File: config.mk
export PLATFORM = sky130hd
export DESIGN_NAME = energy_frame_tx_flat
export DESIGN_NICKNAME = d
export VERILOG_FILES = /design/src/rtl/energy_frame_tx_if.sv /design/src/rtl/energy_frame_tx.sv /design/src/flat_wrapper.sv
export SDC_FILE = /design/constraint.sdc
export NUM_CORES = 1
export LEC_CHECK = 0
export CAP_MARGIN = 20
export CORE_ASPECT_RATIO = 1.2
export CORE_UTILIZATION = 50
export DETAILED_ROUTE_END_ITERATION = 8
export PLACE_DENSITY = 0.7
export SYNTH_ARGS = -nofsm -noshare
export SYNTH_HDL_FRONTEND = slang
export SYNTH_SLANG_ARGS = --single-unit
File: constraint.sdc
create_clock -name clk -period 2.63 [get_ports clk]
set_input_delay 0.526 -clock clk [delete_from_list [all_inputs] [get_ports clk]]
set_output_delay 0.526 -clock clk [all_outputs]
set_load 0.01 [all_outputs]
File: src/rtl/energy_frame_tx_if.sv
// Sample input and UART status bundle for the energy telemetry framer.
// The slave modport is the framer side; the master modport is the sample producer and status consumer.
interface energy_frame_tx_if;
  logic       ena;
  logic       sample_valid;
  logic [7:0] volt;
  logic [7:0] curr;
  logic       tx;
  logic       busy;
  logic       frame_done;
  logic       overrun;

  modport master (
    output ena, sample_valid, volt, curr,
    input  tx, busy, frame_done, overrun
  );

  modport slave (
    input  ena, sample_valid, volt, curr,
    output tx, busy, frame_done, overrun
  );
endinterface

File: src/rtl/energy_frame_tx.sv
// Windowed power/energy accumulator with a 7-byte 8N1 UART frame transmitter.
// state   | meaning
// S_IDLE  | line high, waiting for a window to close
// S_START | start bit of the current byte
// S_DATA  | 8 data bits, LSB first
// S_STOP  | stop bit; then the next byte, or frame end
module energy_frame_tx #(
  parameter int CLKS_PER_BIT = 16,
  parameter int WINDOW       = 16
) (
  input  logic               clk,
  input  logic               rst_n,
  energy_frame_tx_if.slave   bus
);
  localparam int CW = (WINDOW > 1) ? $clog2(WINDOW) : 1;
  localparam int BW = $clog2(CLKS_PER_BIT);

  typedef enum logic [1:0] {S_IDLE, S_START, S_DATA, S_STOP} state_t;

  state_t        r_state;
  logic [19:0]   r_acc;
  logic [15:0]   r_peak;
  logic [CW-1:0] r_cnt;
  logic [19:0]   r_energy;
  logic [15:0]   r_pk;
  logic [BW-1:0] r_baud;
  logic [2:0]    r_bit;
  logic [2:0]    r_byte;
  logic [7:0]    r_shift;
  logic          r_tx;
  logic          r_busy;
  logic          r_done;
  logic          r_overrun;

  logic          w_accept;
  logic [15:0]   w_p;
  logic [19:0]   w_acc_nxt;
  logic [15:0]   w_peak_nxt;
  logic          w_close;
  logic          w_baud_tc;
  logic          w_frame_end;
  logic          w_launch;
  logic [2:0]    w_nidx;
  logic [7:0]    w_chk;
  logic [7:0]    w_next_byte;

  assign w_accept    = bus.ena & bus.sample_valid;
  assign w_p         = bus.volt * bus.curr;
  assign w_acc_nxt   = r_acc + {4'h0, w_p};
  assign w_peak_nxt  = (w_p > r_peak) ? w_p : r_peak;
  assign w_close     = w_accept && (r_cnt == CW'(WINDOW - 1));
  assign w_baud_tc   = (r_baud == '0);
  assign w_frame_end = (r_state == S_STOP) && w_baud_tc && (r_byte == 3'd6);
  // A window closing on the very edge the last stop bit ends starts a new frame.
  assign w_launch    = w_close && ((r_state == S_IDLE) || w_frame_end);
  assign w_nidx      = r_byte + 3'd1;
  assign w_chk       = {4'h0, r_energy[19:16]} ^ r_energy[15:8] ^ r_energy[7:0]
                     ^ r_pk[15:8] ^ r_pk[7:0];

  always_comb begin
    w_next_byte = 8'hA5;
    case (w_nidx)
      3'd1:    w_next_byte = {4'h0, r_energy[19:16]};
      3'd2:    w_next_byte = r_energy[15:8];
      3'd3:    w_next_byte = r_energy[7:0];
      3'd4:    w_next_byte = r_pk[15:8];
      3'd5:    w_next_byte = r_pk[7:0];
      3'd6:    w_next_byte = w_chk;
      default: w_next_byte = 8'hA5;
    endcase
  end

  always_ff @(posedge clk or negedge rst_n) begin
    if (!rst_n) begin
      r_acc     <= '0;
      r_peak    <= '0;
      r_cnt     <= '0;
      r_energy  <= '0;
      r_pk      <= '0;
      r_overrun <= 1'b0;
    end else begin
      if (w_accept) begin
        if (w_close) begin
          r_acc  <= '0;
          r_peak <= '0;
          r_cnt  <= '0;
        end else begin
          r_acc  <= w_acc_nxt;
          r_peak <= w_peak_nxt;
          r_cnt  <= r_cnt + 1'b1;
        end
      end
      if (w_launch) begin
        r_energy <= w_acc_nxt;
        r_pk     <= w_peak_nxt;
      end
      if (w_close && !w_launch) r_overrun <= 1'b1;
    end
  end

  always_ff @(posedge clk or negedge rst_n) begin
    if (!rst_n) begin
      r_state <= S_IDLE;
      r_baud  <= '0;
      r_bit   <= '0;
      r_byte  <= '0;
      r_shift <= '0;
      r_tx    <= 1'b1;
      r_busy  <= 1'b0;
      r_done  <= 1'b0;
    end else begin
      r_done <= 1'b0;
      if (w_launch) begin
        r_state <= S_START;
        r_tx    <= 1'b0;
        r_busy  <= 1'b1;
        r_byte  <= '0;
        r_shift <= 8'hA5;
        r_baud  <= BW'(CLKS_PER_BIT - 1);
        if (w_frame_end) r_done <= 1'b1;
      end else begin
        case (r_state)
          S_START: begin
            if (w_baud_tc) begin
              r_state <= S_DATA;
              r_tx    <= r_shift[0];
              r_shift <= r_shift >> 1;
              r_bit   <= '0;
              r_baud  <= BW'(CLKS_PER_BIT - 1);
            end else r_baud <= r_baud - 1'b1;
          end
          S_DATA: begin
            if (w_baud_tc) begin
              r_baud <= BW'(CLKS_PER_BIT - 1);
              if (r_bit == 3'd7) begin
                r_state <= S_STOP;
                r_tx    <= 1'b1;
              end else begin
                r_tx    <= r_shift[0];
                r_shift <= r_shift >> 1;
                r_bit   <= r_bit + 3'd1;
              end
            end else r_baud <= r_baud - 1'b1;
          end
          S_STOP: begin
            if (w_baud_tc) begin
              if (r_byte == 3'd6) begin
                r_state <= S_IDLE;
                r_busy  <= 1'b0;
                r_done  <= 1'b1;
              end else begin
                r_state <= S_START;
                r_byte  <= w_nidx;
                r_shift <= w_next_byte;
                r_tx    <= 1'b0;
                r_baud  <= BW'(CLKS_PER_BIT - 1);
              end
            end else r_baud <= r_baud - 1'b1;
          end
          default: r_state <= S_IDLE;
        endcase
      end
    end
  end

  assign bus.tx         = r_tx;
  assign bus.busy       = r_busy;
  assign bus.frame_done = r_done;
  assign bus.overrun    = r_overrun;
endmodule

File: src/flat_wrapper.sv
// flat-port wrapper written by rule: the top's interface ports become plain ports
module energy_frame_tx_flat 
#(
  parameter int CLKS_PER_BIT = 16,
  parameter int WINDOW       = 16
)
  (clk, rst_n, bus_ena, bus_sample_valid, bus_volt, bus_curr, bus_tx, bus_busy, bus_frame_done, bus_overrun);
  energy_frame_tx_if bus_i ();
  input  logic clk;
  input  logic rst_n;
  input wire logic [$bits(bus_i.ena)-1:0] bus_ena;
  input wire logic [$bits(bus_i.sample_valid)-1:0] bus_sample_valid;
  input wire logic [$bits(bus_i.volt)-1:0] bus_volt;
  input wire logic [$bits(bus_i.curr)-1:0] bus_curr;
  output wire logic [$bits(bus_i.tx)-1:0] bus_tx;
  output wire logic [$bits(bus_i.busy)-1:0] bus_busy;
  output wire logic [$bits(bus_i.frame_done)-1:0] bus_frame_done;
  output wire logic [$bits(bus_i.overrun)-1:0] bus_overrun;
  assign bus_i.ena = bus_ena;
  assign bus_i.sample_valid = bus_sample_valid;
  assign bus_i.volt = bus_volt;
  assign bus_i.curr = bus_curr;
  assign bus_tx = bus_i.tx;
  assign bus_busy = bus_i.busy;
  assign bus_frame_done = bus_i.frame_done;
  assign bus_overrun = bus_i.overrun;
  energy_frame_tx #(.CLKS_PER_BIT(CLKS_PER_BIT), .WINDOW(WINDOW)) u_core (.clk(clk), .rst_n(rst_n), .bus(bus_i));
endmodule
[Yosys cells after proc, flatten, opt, wreduce, memory -nomap -nowiden]
Index checks and enable logic that the tools add are counted.
Operators by class
  equal/unequal tests: 23
  mux-type cells: 48
  div/mod/pow operators: 0
  bitwise gates (word level): 6
  multipliers: 1
  $add $sub $neg: 5
  shift operators: 0
  $lt $le $gt $ge: 1
  reductions and logical operators: 23
Operators by type and width (count)
  8-bit two-way mux: 6
  8-bit one-hot mux with 6 select lines: 1
  16-bit two-way mux: 2
  8-bit one-hot mux with 3 select lines: 1
  8-bit bitwise XOR: 3
  3-bit two-way mux: 7
  20-bit by 16-bit adder with 20-bit output: 1
  20-bit two-way mux: 1
  4-bit two-way mux: 5
  16-bit > comparator: 1
  8-bit by 8-bit multiplier with 16-bit output: 1
  1-bit two-way mux: 16
  3-bit equality test (second input constant): 5
  3-bit by 1-bit inequality test with 1-bit output (second input constant): 4
  2-bit two-way mux: 5
  5-bit AND reduction: 2
  4-bit one-hot mux with 2 select lines: 1
  2-bit nonzero test: 4
  4-bit by 8-bit bitwise XOR with 8-bit output: 1
  3-bit by 1-bit adder with 3-bit output (second input constant): 2
  3-bit by 2-bit equality test with 1-bit output (second input constant): 2
  2-bit by 1-bit inequality test with 1-bit output (second input constant): 3
  3-bit by 2-bit inequality test with 1-bit output (second input constant): 2
  2-bit one-hot mux with 3 select lines: 1
  other kinds (24): 30
Storage, ports and cells
  ROM bits: 0
  word-level logic and storage cells: 121
  RAM bits: 0
  output and inout bits: 4
  input bits: 20
  memories kept: 0
  latch bits: 0
  flip-flop bits (word level): 100

[Longest topological paths before layout]
Gate-level depths: netlist of run 1.
  depth after elaboration: 9
  mapped depth: 25
  depth with buffers taken out: 23

[Least setup slack after synthesis of run 1]
OpenSTA, ideal clock, no wires.
  path kind: input port to flip-flop
  from: in bus_volt[0]
  to: reg u_core.r_peak[0]
  cell stages on the path: 22
  path buffers: 2
  setup time: 0.121 ns
  setup slack: -3.267 ns
  data arrival time: 5.776 ns
  cells stage by stage: nand2_1 fa_1 fa_1 inv_1 fa_1 inv_1 fa_1 inv_1 ha_1 o21ai_0 nand2b_1 a31oi_1 nor3_1 or3_1 ha_1 nand4_1 nor4_4 a31oi_4 and2_1 buf_4 buf_6 a22o_1
Between the ends
  word-level cells in the longest chain between the ends: 4
Ends and longest elaborated chain
  from (decl): RTL line flat_wrapper.sv:13  | input wire logic [$bits(bus_i.volt)-1:0] bus_volt;
  8-bit by 8-bit multiplier with 16-bit output (*): RTL line energy_frame_tx.sv:48  | assign w_p = bus.volt * bus.curr;
  16-bit > comparator: RTL line energy_frame_tx.sv:50  | assign w_peak_nxt = (w_p > r_peak) ? w_p : r_peak;
  16-bit two-way mux (*): RTL line energy_frame_tx.sv:50
  16-bit two-way mux (*): RTL line energy_frame_tx.sv:83  | if (w_close) begin
  to (signal assigned): RTL line energy_frame_tx.sv:89  | r_peak <= w_peak_nxt;
  to (decl): RTL line energy_frame_tx.sv:22  | logic [15:0] r_peak;
Every way passes the cells marked *; elsewhere a longest branch is shown, timed or not.
A chain may end at the register's enable or synchronous reset.

[Final worst setup path of run 1]
  from: in bus_volt[5]
  to: reg u_core.r_pk[3]
Between the ends
  word-level cells in the longest chain between the ends: 3
Ends and longest elaborated chain
  8-bit by 8-bit multiplier with 16-bit output: RTL line energy_frame_tx.sv:48
  16-bit > comparator: RTL line energy_frame_tx.sv:50
  16-bit two-way mux: RTL line energy_frame_tx.sv:50
  to (signal assigned): RTL line energy_frame_tx.sv:95  | r_pk <= w_peak_nxt;
  to (decl): RTL line energy_frame_tx.sv:25  | logic [15:0] r_pk;
Every way passes these cells.

==> results of run 1 <==
-- worst max-delay path, cell delays in order --
cell and delay, ns:
sky130_fd_sc_hd__buf_12 0.11, sky130_fd_sc_hd__and2_4 0.15, sky130_fd_sc_hd__fa_1 0.51, sky130_fd_sc_hd__fa_1 0.52, sky130_fd_sc_hd__fa_1 0.53, sky130_fd_sc_hd__inv_2 0.04, sky130_fd_sc_hd__fa_1 0.49, sky130_fd_sc_hd__inv_2 0.05
sky130_fd_sc_hd__ha_4 0.25, sky130_fd_sc_hd__and3_4 0.19, sky130_fd_sc_hd__a31oi_4 0.07, sky130_fd_sc_hd__o21a_1 0.14, sky130_fd_sc_hd__o21ai_1 0.16, sky130_fd_sc_hd__a21oi_1 0.10, sky130_fd_sc_hd__xnor2_1 0.24, sky130_fd_sc_hd__ha_1 0.29
sky130_fd_sc_hd__buf_6 0.13, sky130_fd_sc_hd__nand2_2 0.05, sky130_fd_sc_hd__nor2_1 0.04, sky130_fd_sc_hd__a211oi_2 0.30, sky130_fd_sc_hd__a31oi_4 0.16, sky130_fd_sc_hd__buf_12 0.16, sky130_fd_sc_hd__buf_6 0.13, sky130_fd_sc_hd__mux2i_1 0.21
sky130_fd_sc_hd__o21ai_1 0.11
-- registers in the layout, summed over array words and instances (netlist names), 2 cells and up --
signal           count
u_core.r_acc        20
u_core.r_energy     20
u_core.r_peak       16
u_core.r_pk         16
u_core.r_shift       8
u_core.r_baud        4
u_core.r_cnt         4
u_core.r_bit         3
u_core.r_byte        3
u_core.r_state       2
-- power by group --
group	internal, µW	switching [µW]	total [µW]
clock	755	643	1400
combinational	7520	7030	14600
sequential	1830	337	2170
total	10100	8010	18100
-- cell families after synthesis --
| group | Yosys count | share of synthesized area, % |
|---|---|---|
| muxes | 26 | 3.23 |
| DFF | 100 | 30.0 |
| buffers and inverters | 110 | 5.45 |
| adders and majority gates | 122 | 21.6 |
| AOI/OAI and AO/OA | 222 | 18.6 |
| xor gates and xnor gates | 59 | 6.27 |
| and+or+nand+nor | 246 | 14.8 |
-- per-stage QoR --
step           setup WS [ns]  std cells  setup TNS, ns  hold WS (ns)
2_1_floorplan          -2.81        885        -150.46         0.230
3_3_place_gp           -3.55       1230        -210.34         0.449
3_5_place_dp           -3.65       1230        -215.16         0.448
4_1_cts                -2.75       1270        -160.55         0.135
5_1_grt                -3.07       1277        -169.06         0.154
6_report               -2.81       1277        -157.33         0.126
-- cell type report --
cell class | instances | area share [%]
well taps | 212 | 2.27
inverters | 82 | 2.63
clock inverters | 7 | 0.728
multi-input cells | 676 | 56.5
repair buffers | 191 | 14.5
clock buffers | 9 | 1.93
flip-flops and latches | 100 | 21.4
-- synthesized netlist by cell type, types with 3 or more instances --
cell | instances | area, µm²
sky130_fd_sc_hd__nor2_2 | 3 | 18.8
sky130_fd_sc_hd__mux2_2 | 8 | 90.1
sky130_fd_sc_hd__inv_1 | 82 | 308
sky130_fd_sc_hd__a31o_2 | 3 | 26.3
sky130_fd_sc_hd__buf_2 | 10 | 50.1
sky130_fd_sc_hd__a31oi_1 | 7 | 43.8
sky130_fd_sc_hd__o21a_1 | 3 | 22.5
sky130_fd_sc_hd__fa_1 | 37 | 741
sky130_fd_sc_hd__o2bb2ai_1 | 3 | 26.3
sky130_fd_sc_hd__dfrtp_1 | 99 | 2480
sky130_fd_sc_hd__o21ai_1 | 20 | 100
sky130_fd_sc_hd__a21o_1 | 16 | 120
sky130_fd_sc_hd__xnor2_1 | 44 | 385
sky130_fd_sc_hd__and2_1 | 58 | 363
sky130_fd_sc_hd__xor2_1 | 14 | 123
sky130_fd_sc_hd__nand2_1 | 107 | 402
sky130_fd_sc_hd__ha_1 | 85 | 1060
sky130_fd_sc_hd__o31ai_1 | 4 | 30.0
sky130_fd_sc_hd__nor2_1 | 23 | 86.3
sky130_fd_sc_hd__and4_1 | 3 | 26.3
sky130_fd_sc_hd__nor3_1 | 9 | 45.0
sky130_fd_sc_hd__nand2b_1 | 3 | 18.8
sky130_fd_sc_hd__a21oi_2 | 3 | 26.3
sky130_fd_sc_hd__a22oi_1 | 5 | 37.5
sky130_fd_sc_hd__a222oi_1 | 5 | 50.1
sky130_fd_sc_hd__buf_4 | 4 | 30.0
sky130_fd_sc_hd__a22o_1 | 28 | 245
sky130_fd_sc_hd__nand3_1 | 14 | 70.1
sky130_fd_sc_hd__nand4_1 | 10 | 62.6
sky130_fd_sc_hd__nor2b_1 | 3 | 18.8
sky130_fd_sc_hd__a221oi_1 | 5 | 43.8
sky130_fd_sc_hd__o21bai_1 | 5 | 37.5
sky130_fd_sc_hd__a211oi_1 | 7 | 52.6
sky130_fd_sc_hd__o21ai_0 | 36 | 180
sky130_fd_sc_hd__clkbuf_1 | 11 | 41.3
sky130_fd_sc_hd__a21oi_1 | 45 | 225
sky130_fd_sc_hd__mux2i_1 | 18 | 180
sky130_fd_sc_hd__a211oi_2 | 3 | 37.5
-- layer usage --
metal  part of all wire (%)  up-vias  track usage (%)
li1                       -     3444                -
met3                    3.6       69             3.02
met2                     53      223             52.3
met4                    5.1        0             13.0
met5                      0        -                0
met1                     38     3699             32.4
-- placed cells by master, fill, tap and decap left out, types with 6 or more instances in the layout --
cell type and instances:
sky130_fd_sc_hd__buf_6 35, sky130_fd_sc_hd__dfrtp_1 99, sky130_fd_sc_hd__nand4_1 10, sky130_fd_sc_hd__clkbuf_16 9
sky130_fd_sc_hd__mux2_4 6, sky130_fd_sc_hd__nand2_1 95, sky130_fd_sc_hd__a22o_1 28, sky130_fd_sc_hd__nand3_1 12
sky130_fd_sc_hd__fa_1 31, sky130_fd_sc_hd__nand2_2 6, sky130_fd_sc_hd__a21oi_1 27, sky130_fd_sc_hd__o21ai_1 27
sky130_fd_sc_hd__clkdlybuf4s50_1 6, sky130_fd_sc_hd__fa_2 6, sky130_fd_sc_hd__xor2_1 7, sky130_fd_sc_hd__buf_4 137
sky130_fd_sc_hd__ha_1 55, sky130_fd_sc_hd__inv_2 12, sky130_fd_sc_hd__o21ai_2 8, sky130_fd_sc_hd__mux2i_1 10
sky130_fd_sc_hd__xnor2_2 7, sky130_fd_sc_hd__inv_1 70, sky130_fd_sc_hd__a21oi_2 12, sky130_fd_sc_hd__nor2_1 20
sky130_fd_sc_hd__xnor2_1 31, sky130_fd_sc_hd__buf_12 10, sky130_fd_sc_hd__xnor2_4 6, sky130_fd_sc_hd__and2_1 37
sky130_fd_sc_hd__a21o_1 15, sky130_fd_sc_hd__nor3_1 6, sky130_fd_sc_hd__o21ai_0 20, sky130_fd_sc_hd__a21oi_4 9
sky130_fd_sc_hd__ha_4 29, sky130_fd_sc_hd__and2_4 22, sky130_fd_sc_hd__mux2i_2 8
-- worst max-delay path by stage --
stage | start | end | slack, ns | cells after the start
after floorplan | bus_volt[3] | u_core.r_peak[0] | -2.81 | 22
after global placement | bus_curr[5] | u_core.r_acc[18] | -3.55 | 23
after detailed placement | bus_curr[5] | u_core.r_energy[13] | -3.65 | 23
after CTS | bus_volt[5] | u_core.r_peak[11] | -2.75 | 26
after global routing | bus_volt[5] | u_core.r_pk[3] | -3.07 | 25
final | bus_volt[5] | u_core.r_pk[3] | -2.81 | 25
-- what timing repair did --
item                       4_1_cts  5_1_grt
gates resized for setup        195       73
cloned                           2        0
setup buffers                   25       18
setup endpoints to repair       68       66
pin swaps                       81       72
==> report_table.html, run 1 <==
<table>
<tr><th>Metric</th><th>Value</th></tr>
<tr><th colspan="2">Routing</th></tr>
<tr><td>Number of design-rule violations left by the first detailed-router iteration</td><td>479</td></tr>
<tr><td>Detailed-route vias per instance</td><td>5.82</td></tr>
<tr><td>Total via count after detailed routing</td><td>7435</td></tr>
<tr><td>Total Wirelength</td><td>24100 µm</td></tr>
<tr><td>Residual DRC</td><td>0</td></tr>
<tr><td>WL per Instance</td><td>18.9 µm</td></tr>
<tr><td>DRT antenna net count</td><td>0</td></tr>
<tr><td>Detailed-routing iteration count for the pre-antenna-repair pass</td><td>5</td></tr>
<tr><th colspan="2">Floorplanning</th></tr>
<tr><td>Number of placement rows</td><td>51</td></tr>
<tr><td>Overall die area</td><td>0.0172 mm²</td></tr>
<tr><td>Die extent in y</td><td>144 µm</td></tr>
<tr><td>Total core area</td><td>0.0163 mm²</td></tr>
<tr><td>Initial cell density of the core</td><td>51.3%</td></tr>
<tr><td>Chip Width</td><td>120 µm</td></tr>
<tr><td>Top-level I/O count</td><td>24</td></tr>
<tr><th colspan="2">STA</th></tr>
<tr><td>Fmax</td><td>184 MHz</td></tr>
<tr><td>Largest clock skew in the final design</td><td>0.0147 ns</td></tr>
<tr><td>Post-route minimum period</td><td>5.44 ns</td></tr>
<tr><td>Worst-margin pin slew</td><td>0.539 ns</td></tr>
<tr><td>Total count of max-transition violations in the final report</td><td>0</td></tr>
<tr><td>Fin worst setup slack</td><td>-2.81 ns</td></tr>
<tr><td>Slew Limit Headroom</td><td>64.1%</td></tr>
<tr><td>RSZ-0062 raised after global routing</td><td>yes</td></tr>
<tr><td>Hold violation count in the final report</td><td>0</td></tr>
<tr><td>Final setup violation count</td><td>66</td></tr>
<tr><td>Period utilisation layout</td><td>207%</td></tr>
<tr><th colspan="2">Final layout</th></tr>
<tr><td>Synthesis-to-finish area growth</td><td>39.9%</td></tr>
<tr><td>Share of cells above drive strength 1</td><td>36.9%</td></tr>
<tr><td>Total non-filler cell area in the finished layout</td><td>0.0117 mm²</td></tr>
<tr><td>Fin nets</td><td>1202</td></tr>
<tr><td>Combined area of the multi-input logic cells</td><td>0.00660 mm²</td></tr>
<tr><td>Reg area</td><td>0.00250 mm²</td></tr>
<tr><td>Antenna fix cells</td><td>0</td></tr>
<tr><td>Layout Utilization</td><td>71.8%</td></tr>
<tr><td>Number of fillers in the final layout</td><td>1109</td></tr>
<tr><th colspan="2">Placed design</th></tr>
<tr><td>Estimated wirelength of the detail-placed design</td><td>16800 µm</td></tr>
<tr><td>Count of buffers from port buffering</td><td>23</td></tr>
<tr><td>GP Congestion</td><td>0.897</td></tr>
<tr><td>Total cell area at the placement stage</td><td>0.0103 mm²</td></tr>
<tr><th colspan="2">Global route</th></tr>
<tr><td>Global-route wire length before repair</td><td>38100 µm</td></tr>
<tr><td>Overflow left after global routing</td><td>0</td></tr>
<tr><td>Initial antenna violation count</td><td>0</td></tr>
<tr><td>Maximum number of pins on one net before global-route repair</td><td>51</td></tr>
<tr><td>Vias in the first global route</td><td>7535</td></tr>
<tr><td>Total track usage</td><td>28.2%</td></tr>
<tr><th colspan="2">Synthesis</th></tr>
<tr><td>FF+latch count, synth</td><td>100</td></tr>
<tr><td>Post-Syn Area</td><td>0.00836 mm²</td></tr>
<tr><td>Number of enable flip-flop cells after synthesis</td><td>0</td></tr>
<tr><td>Post-synth net total</td><td>1027</td></tr>
<tr><td>Synth async-reset ratio</td><td>100%</td></tr>
<tr><td>Library cells used by synthesis</td><td>72</td></tr>
<tr><td>Mapped Cells</td><td>885</td></tr>
<tr><td>Avg Inst Size Synth</td><td>9.44 µm²</td></tr>
<tr><td>Top_reg_cell synth</td><td>sky130_fd_sc_hd__dfrtp_1</td></tr>
<tr><td>Synthesis Warnings</td><td>0</td></tr>
<tr><td>Register area share after synthesis</td><td>30.0%</td></tr>
<tr><th colspan="2">Setup path</th></tr>
<tr><td>Number of cells on the worst reg-to-reg path</td><td>10</td></tr>
<tr><td>Type of the setup path with the least slack</td><td>in2reg</td></tr>
<tr><td>Kind of start point of the critical path</td><td>primary input</td></tr>
<tr><td>Endpoint required time on the critical path</td><td>2.86 ns</td></tr>
<tr><td>FF-to-FF Start</td><td>u_core.r_acc[0]</td></tr>
<tr><td>Endpoint of the most critical register-to-register path</td><td>u_core.r_energy[12]</td></tr>
<tr><td>Arrival time of the worst setup path</td><td>5.67 ns</td></tr>
<tr><td>Worst-case register-to-register setup slack</td><td>-0.17 ns</td></tr>
<tr><td>Endpoint class of the critical path</td><td>register</td></tr>
<tr><td>Worst Path Max Fanout</td><td>7</td></tr>
<tr><th colspan="2">Clock tree</th></tr>
<tr><td>Clock buffers created by TritonCTS</td><td>9</td></tr>
<tr><td>CTS tree</td><td>done</td></tr>
<tr><td>Total of hold buffers inserted after clock tree synthesis</td><td>0</td></tr>
<tr><td>Clock Path Buffers</td><td>2</td></tr>
<tr><td>Master cell of the clock root buffer</td><td>sky130_fd_sc_hd__clkbuf_16</td></tr>
<tr><td>Total number of H-tree levels</td><td>3</td></tr>
<tr><td>Clock net sink count</td><td>100</td></tr>
<tr><td>Clock edge transition at the registers on the reported setup and hold paths</td><td>0.07 ns</td></tr>
<tr><td>Clock insertion delay at the later pin of the skew report</td><td>0.36 ns</td></tr>
<tr><th colspan="2">Min path</th></tr>
<tr><td>Worst min-delay path class</td><td>in2async</td></tr>
<tr><th colspan="2">Power and ir drop</th></tr>
<tr><td>Power per cell area</td><td>1550 mW/mm²</td></tr>
<tr><td>P_leak</td><td>0.00538 µW</td></tr>
<tr><td>Design Power</td><td>18100 µW</td></tr>
<tr><td>Worst voltage drop across the vdd grid</td><td>1.01 mV</td></tr>
<tr><th colspan="2">Run</th></tr>
<tr><td>Max-cap violation count</td><td>0</td></tr>
<tr><th colspan="2">Outcome</th></tr>
<tr><td>Result of the run</td><td>finished with violations</td></tr>
<tr><td>Violations in the final reports</td><td>negative setup slack</td></tr>
</table>
Power figures use the tool's default switching activity.
==> run 2, diff against run 1 <==
--- a/config.mk
+++ b/config.mk
@@ -9,7 +9,8 @@
 export CORE_ASPECT_RATIO = 1.2
 export CORE_UTILIZATION = 50
 export DETAILED_ROUTE_END_ITERATION = 8
-export PLACE_DENSITY = 0.7
+export PLACE_DENSITY = 0.69
 export SYNTH_ARGS = -nofsm -noshare
 export SYNTH_HDL_FRONTEND = slang
 export SYNTH_SLANG_ARGS = --single-unit
+export TNS_END_PERCENT = 30
==> constraint.sdc (replaced) <==
create_clock -name clk -period 6.4 [get_ports clk]
set_input_delay 1.28 -clock clk [delete_from_list [all_inputs] [get_ports clk]]
set_output_delay 1.28 -clock clk [all_outputs]
set_load 0.01 [all_outputs]
==> report_table.html, run 2 (synthesized netlist as in run 1, its figures left out) <==
<table>
<tr><th>Metric</th><th>Value</th></tr>
<tr><th colspan="2">Clock tree</th></tr>
<tr><td>Clock insertion delay at the later pin of the skew report</td><td>0.36 ns</td></tr>
<tr><td>Total number of H-tree levels</td><td>3</td></tr>
<tr><td>Clock Path Buffers</td><td>2</td></tr>
<tr><td>Clock edge transition at the registers on the reported setup and hold paths</td><td>0.08 ns</td></tr>
<tr><td>Master cell of the clock root buffer</td><td>sky130_fd_sc_hd__clkbuf_16</td></tr>
<tr><td>Clock buffers created by TritonCTS</td><td>9</td></tr>
<tr><td>CTS tree</td><td>done</td></tr>
<tr><td>Clock net sink count</td><td>100</td></tr>
<tr><th colspan="2">Run</th></tr>
<tr><td>Max-cap violation count</td><td>0</td></tr>
<tr><th colspan="2">Setup path</th></tr>
<tr><td>Endpoint class of the critical path</td><td>register</td></tr>
<tr><td>Kind of start point of the critical path</td><td>primary input</td></tr>
<tr><td>Number of cells on the worst reg-to-reg path</td><td>7</td></tr>
<tr><td>Type of the setup path with the least slack</td><td>in2reg</td></tr>
<tr><td>FF-to-FF Start</td><td>u_core.r_byte[1]</td></tr>
<tr><td>Endpoint required time on the critical path</td><td>6.62 ns</td></tr>
<tr><td>Arrival time of the worst setup path</td><td>6.52 ns</td></tr>
<tr><td>Worst-case register-to-register setup slack</td><td>3.60 ns</td></tr>
<tr><td>Worst Path Max Fanout</td><td>7</td></tr>
<tr><td>Endpoint of the most critical register-to-register path</td><td>u_core.r_shift[2]</td></tr>
<tr><th colspan="2">Power and ir drop</th></tr>
<tr><td>Power per cell area</td><td>545 mW/mm²</td></tr>
<tr><td>Worst voltage drop across the vdd grid</td><td>0.292 mV</td></tr>
<tr><td>Design Power</td><td>5600 µW</td></tr>
<tr><td>P_leak</td><td>0.00493 µW</td></tr>
<tr><th colspan="2">Final layout</th></tr>
<tr><td>Total non-filler cell area in the finished layout</td><td>0.0103 mm²</td></tr>
<tr><td>Most common library cell in the layout ignoring fill and taps</td><td>sky130_fd_sc_hd__buf_4</td></tr>
<tr><td>Number of fillers in the final layout</td><td>1363</td></tr>
<tr><td>Top flop regs</td><td>u_core.r_acc (20), u_core.r_energy (20)</td></tr>
<tr><td>Commonest cells after routing, fill and taps aside</td><td>sky130_fd_sc_hd__buf_4, sky130_fd_sc_hd__nand2_1, sky130_fd_sc_hd__dfrtp_1, sky130_fd_sc_hd__inv_1, sky130_fd_sc_hd__ha_1</td></tr>
<tr><td>Fin nets</td><td>1156</td></tr>
<tr><td>Antenna fix cells</td><td>0</td></tr>
<tr><td>Share of cells above drive strength 1</td><td>23.5%</td></tr>
<tr><td>Synthesis-to-finish area growth</td><td>22.9%</td></tr>
<tr><th colspan="2">Global route</th></tr>
<tr><td>Global-route wire length before repair</td><td>34200 µm</td></tr>
<tr><td>Initial antenna violation count</td><td>0</td></tr>
<tr><td>Vias in the first global route</td><td>6854</td></tr>
<tr><td>Total track usage</td><td>25.5%</td></tr>
<tr><td>Overflow left after global routing</td><td>0</td></tr>
<tr><td>Maximum number of pins on one net before global-route repair</td><td>63</td></tr>
<tr><th colspan="2">Placed design</th></tr>
<tr><td>Total cell area at the placement stage</td><td>0.00961 mm²</td></tr>
<tr><td>Count of buffers from port buffering</td><td>23</td></tr>
<tr><td>GP Congestion</td><td>0.863</td></tr>
<tr><td>Worst slack after detailed placement</td><td>-0.976 ns</td></tr>
<tr><td>Estimated wirelength of the detail-placed design</td><td>16100 µm</td></tr>
<tr><th colspan="2">STA</th></tr>
<tr><td>Worst-margin pin slew</td><td>0.816 ns</td></tr>
<tr><td>Worst hold slack</td><td>0.457 ns</td></tr>
<tr><td>Hold violation count in the final report</td><td>0</td></tr>
<tr><td>Period utilisation layout</td><td>98.5%</td></tr>
<tr><td>Setup TNS</td><td>0 ns</td></tr>
<tr><td>Post-route minimum period</td><td>6.30 ns</td></tr>
<tr><td>Fin worst setup slack</td><td>0.0953 ns</td></tr>
<tr><td>Slew Limit Headroom</td><td>45.5%</td></tr>
<tr><td>RSZ-0062 raised after global routing</td><td>yes</td></tr>
<tr><td>Final setup violation count</td><td>0</td></tr>
<tr><td>Largest clock skew in the final design</td><td>0.0125 ns</td></tr>
<tr><td>Fmax</td><td>159 MHz</td></tr>
<tr><td>Total count of max-transition violations in the final report</td><td>0</td></tr>
<tr><th colspan="2">Routing</th></tr>
<tr><td>Detailed-routing iteration count for the pre-antenna-repair pass</td><td>5</td></tr>
<tr><td>Number of design-rule violations left by the first detailed-router iteration</td><td>327</td></tr>
<tr><td>Detailed-route vias per instance</td><td>5.56</td></tr>
<tr><td>DRT antenna net count</td><td>0</td></tr>
<tr><td>WL per Instance</td><td>17.2 µm</td></tr>
<tr><td>Total Wirelength</td><td>21200 µm</td></tr>
<tr><td>Residual DRC</td><td>0</td></tr>
<tr><td>Total via count after detailed routing</td><td>6847</td></tr>
<tr><th colspan="2">Floorplanning</th></tr>
<tr><td>Die extent in y</td><td>144 µm</td></tr>
<tr><td>Total core area</td><td>0.0163 mm²</td></tr>
<tr><td>Overall die area</td><td>0.0172 mm²</td></tr>
<tr><td>Initial cell density of the core</td><td>51.3%</td></tr>
<tr><td>Top-level I/O count</td><td>24</td></tr>
<tr><td>Chip Width</td><td>120 µm</td></tr>
<tr><td>Number of placement rows</td><td>51</td></tr>
<tr><th colspan="2">Outcome</th></tr>
<tr><td>Result of the run</td><td>finished clean</td></tr>
<tr><th colspan="2">Min path</th></tr>
<tr><td>Worst min-delay path class</td><td>reg2reg</td></tr>
<tr><td>Startpoint of the lowest-slack hold path</td><td>u_core.bus.overrun</td></tr>
<tr><td>Cell depth of the worst hold path</td><td>1</td></tr>
<tr><td>Hold endpoint</td><td>u_core.bus.overrun</td></tr>
</table>
## run 2: cell count changes in the layout (fill, tap and decap cells not counted), sizes merged
cell,before,now
buf,183,135
bufinv,1,0
clkinv,2,1
clkinvlp,2,1
dlymetal6s2s,0,2
inv,84,87
## run 2: area by class of cell
class	instances	area (µm²)	area share (%)
multi-input cells	676	5740	55.9
flip-flops and latches	100	2500	24.4
repair buffers	145	1170	11.4
inverters	82	308	3.00
well taps	212	265	2.58
clock buffers	9	225	2.19
clock inverters	7	65.1	0.633
## run 2: how the worst max path moves through the flow
stage                                    to         from  slack (ns)
after floorplan           u_core.r_peak[14]  bus_curr[5]       0.001
after global placement       u_core.r_pk[1]  bus_volt[2]       -0.84
after detailed placement     u_core.r_pk[1]  bus_volt[1]       -0.98
after CTS                   u_core.r_pk[10]  bus_curr[7]       0.006
after global routing         u_core.r_pk[1]  bus_curr[5]       -0.13
final                        u_core.r_pk[1]  bus_curr[5]         0.1
## run 2: repair_timing
action,CTS,global route
setup endpoints to repair,51,43
gates cloned,2,0
pin swaps,27,61
setup buffers,5,7
hold buffers,0,0
resized for setup,80,57
## run 2: report_power, final
part / total (µW) / switching, µW / leakage [µW] / internal [µW]
logic: 4190 / 2050 / 0.00351 / 2150
clock network: 543 / 269 / 0.000141 / 275
registers: 864 / 111 / 0.00127 / 753
## run 2: per-layer routing
layer	up-vias	track usage, %	routed length (µm)	part of all wire, %
met1	3327	30.3	9010	43
met3	42	2.06	399	1.9
met4	0	11.7	865	4.1
li1	3352	-	-	-
met5	-	0	0	0
met2	126	46.6	10900	51
## run 2: stage by stage
stage / utilization, % / std cells
CTS: 61.7 / 1226
global placement: 59.1 / 1203
detailed placement: 59.1 / 1203
finish: 63.1 / 1231
floorplan: - / 885
global route: 63.1 / 1231
## run 2: worst max-delay path, cell delays in order
cell	delay [ns]
sky130_fd_sc_hd__buf_4	0.13
sky130_fd_sc_hd__buf_6	0.12
sky130_fd_sc_hd__and2_4	0.13
sky130_fd_sc_hd__fa_1	0.50
sky130_fd_sc_hd__fa_1	0.44
sky130_fd_sc_hd__fa_1	0.53
sky130_fd_sc_hd__inv_2	0.04
sky130_fd_sc_hd__fa_1	0.51
sky130_fd_sc_hd__inv_2	0.05
sky130_fd_sc_hd__ha_4	0.23
sky130_fd_sc_hd__and3_4	0.14
sky130_fd_sc_hd__a31oi_1	0.16
sky130_fd_sc_hd__o21a_1	0.20
sky130_fd_sc_hd__o21bai_1	0.11
sky130_fd_sc_hd__xor2_2	0.19
sky130_fd_sc_hd__ha_1	0.34
sky130_fd_sc_hd__nand4_1	0.23
sky130_fd_sc_hd__nor2_4	0.21
sky130_fd_sc_hd__o211ai_4	0.11
sky130_fd_sc_hd__a31oi_4	0.34
sky130_fd_sc_hd__buf_12	0.19
sky130_fd_sc_hd__mux2i_4	0.24
sky130_fd_sc_hd__o21ai_1	0.08
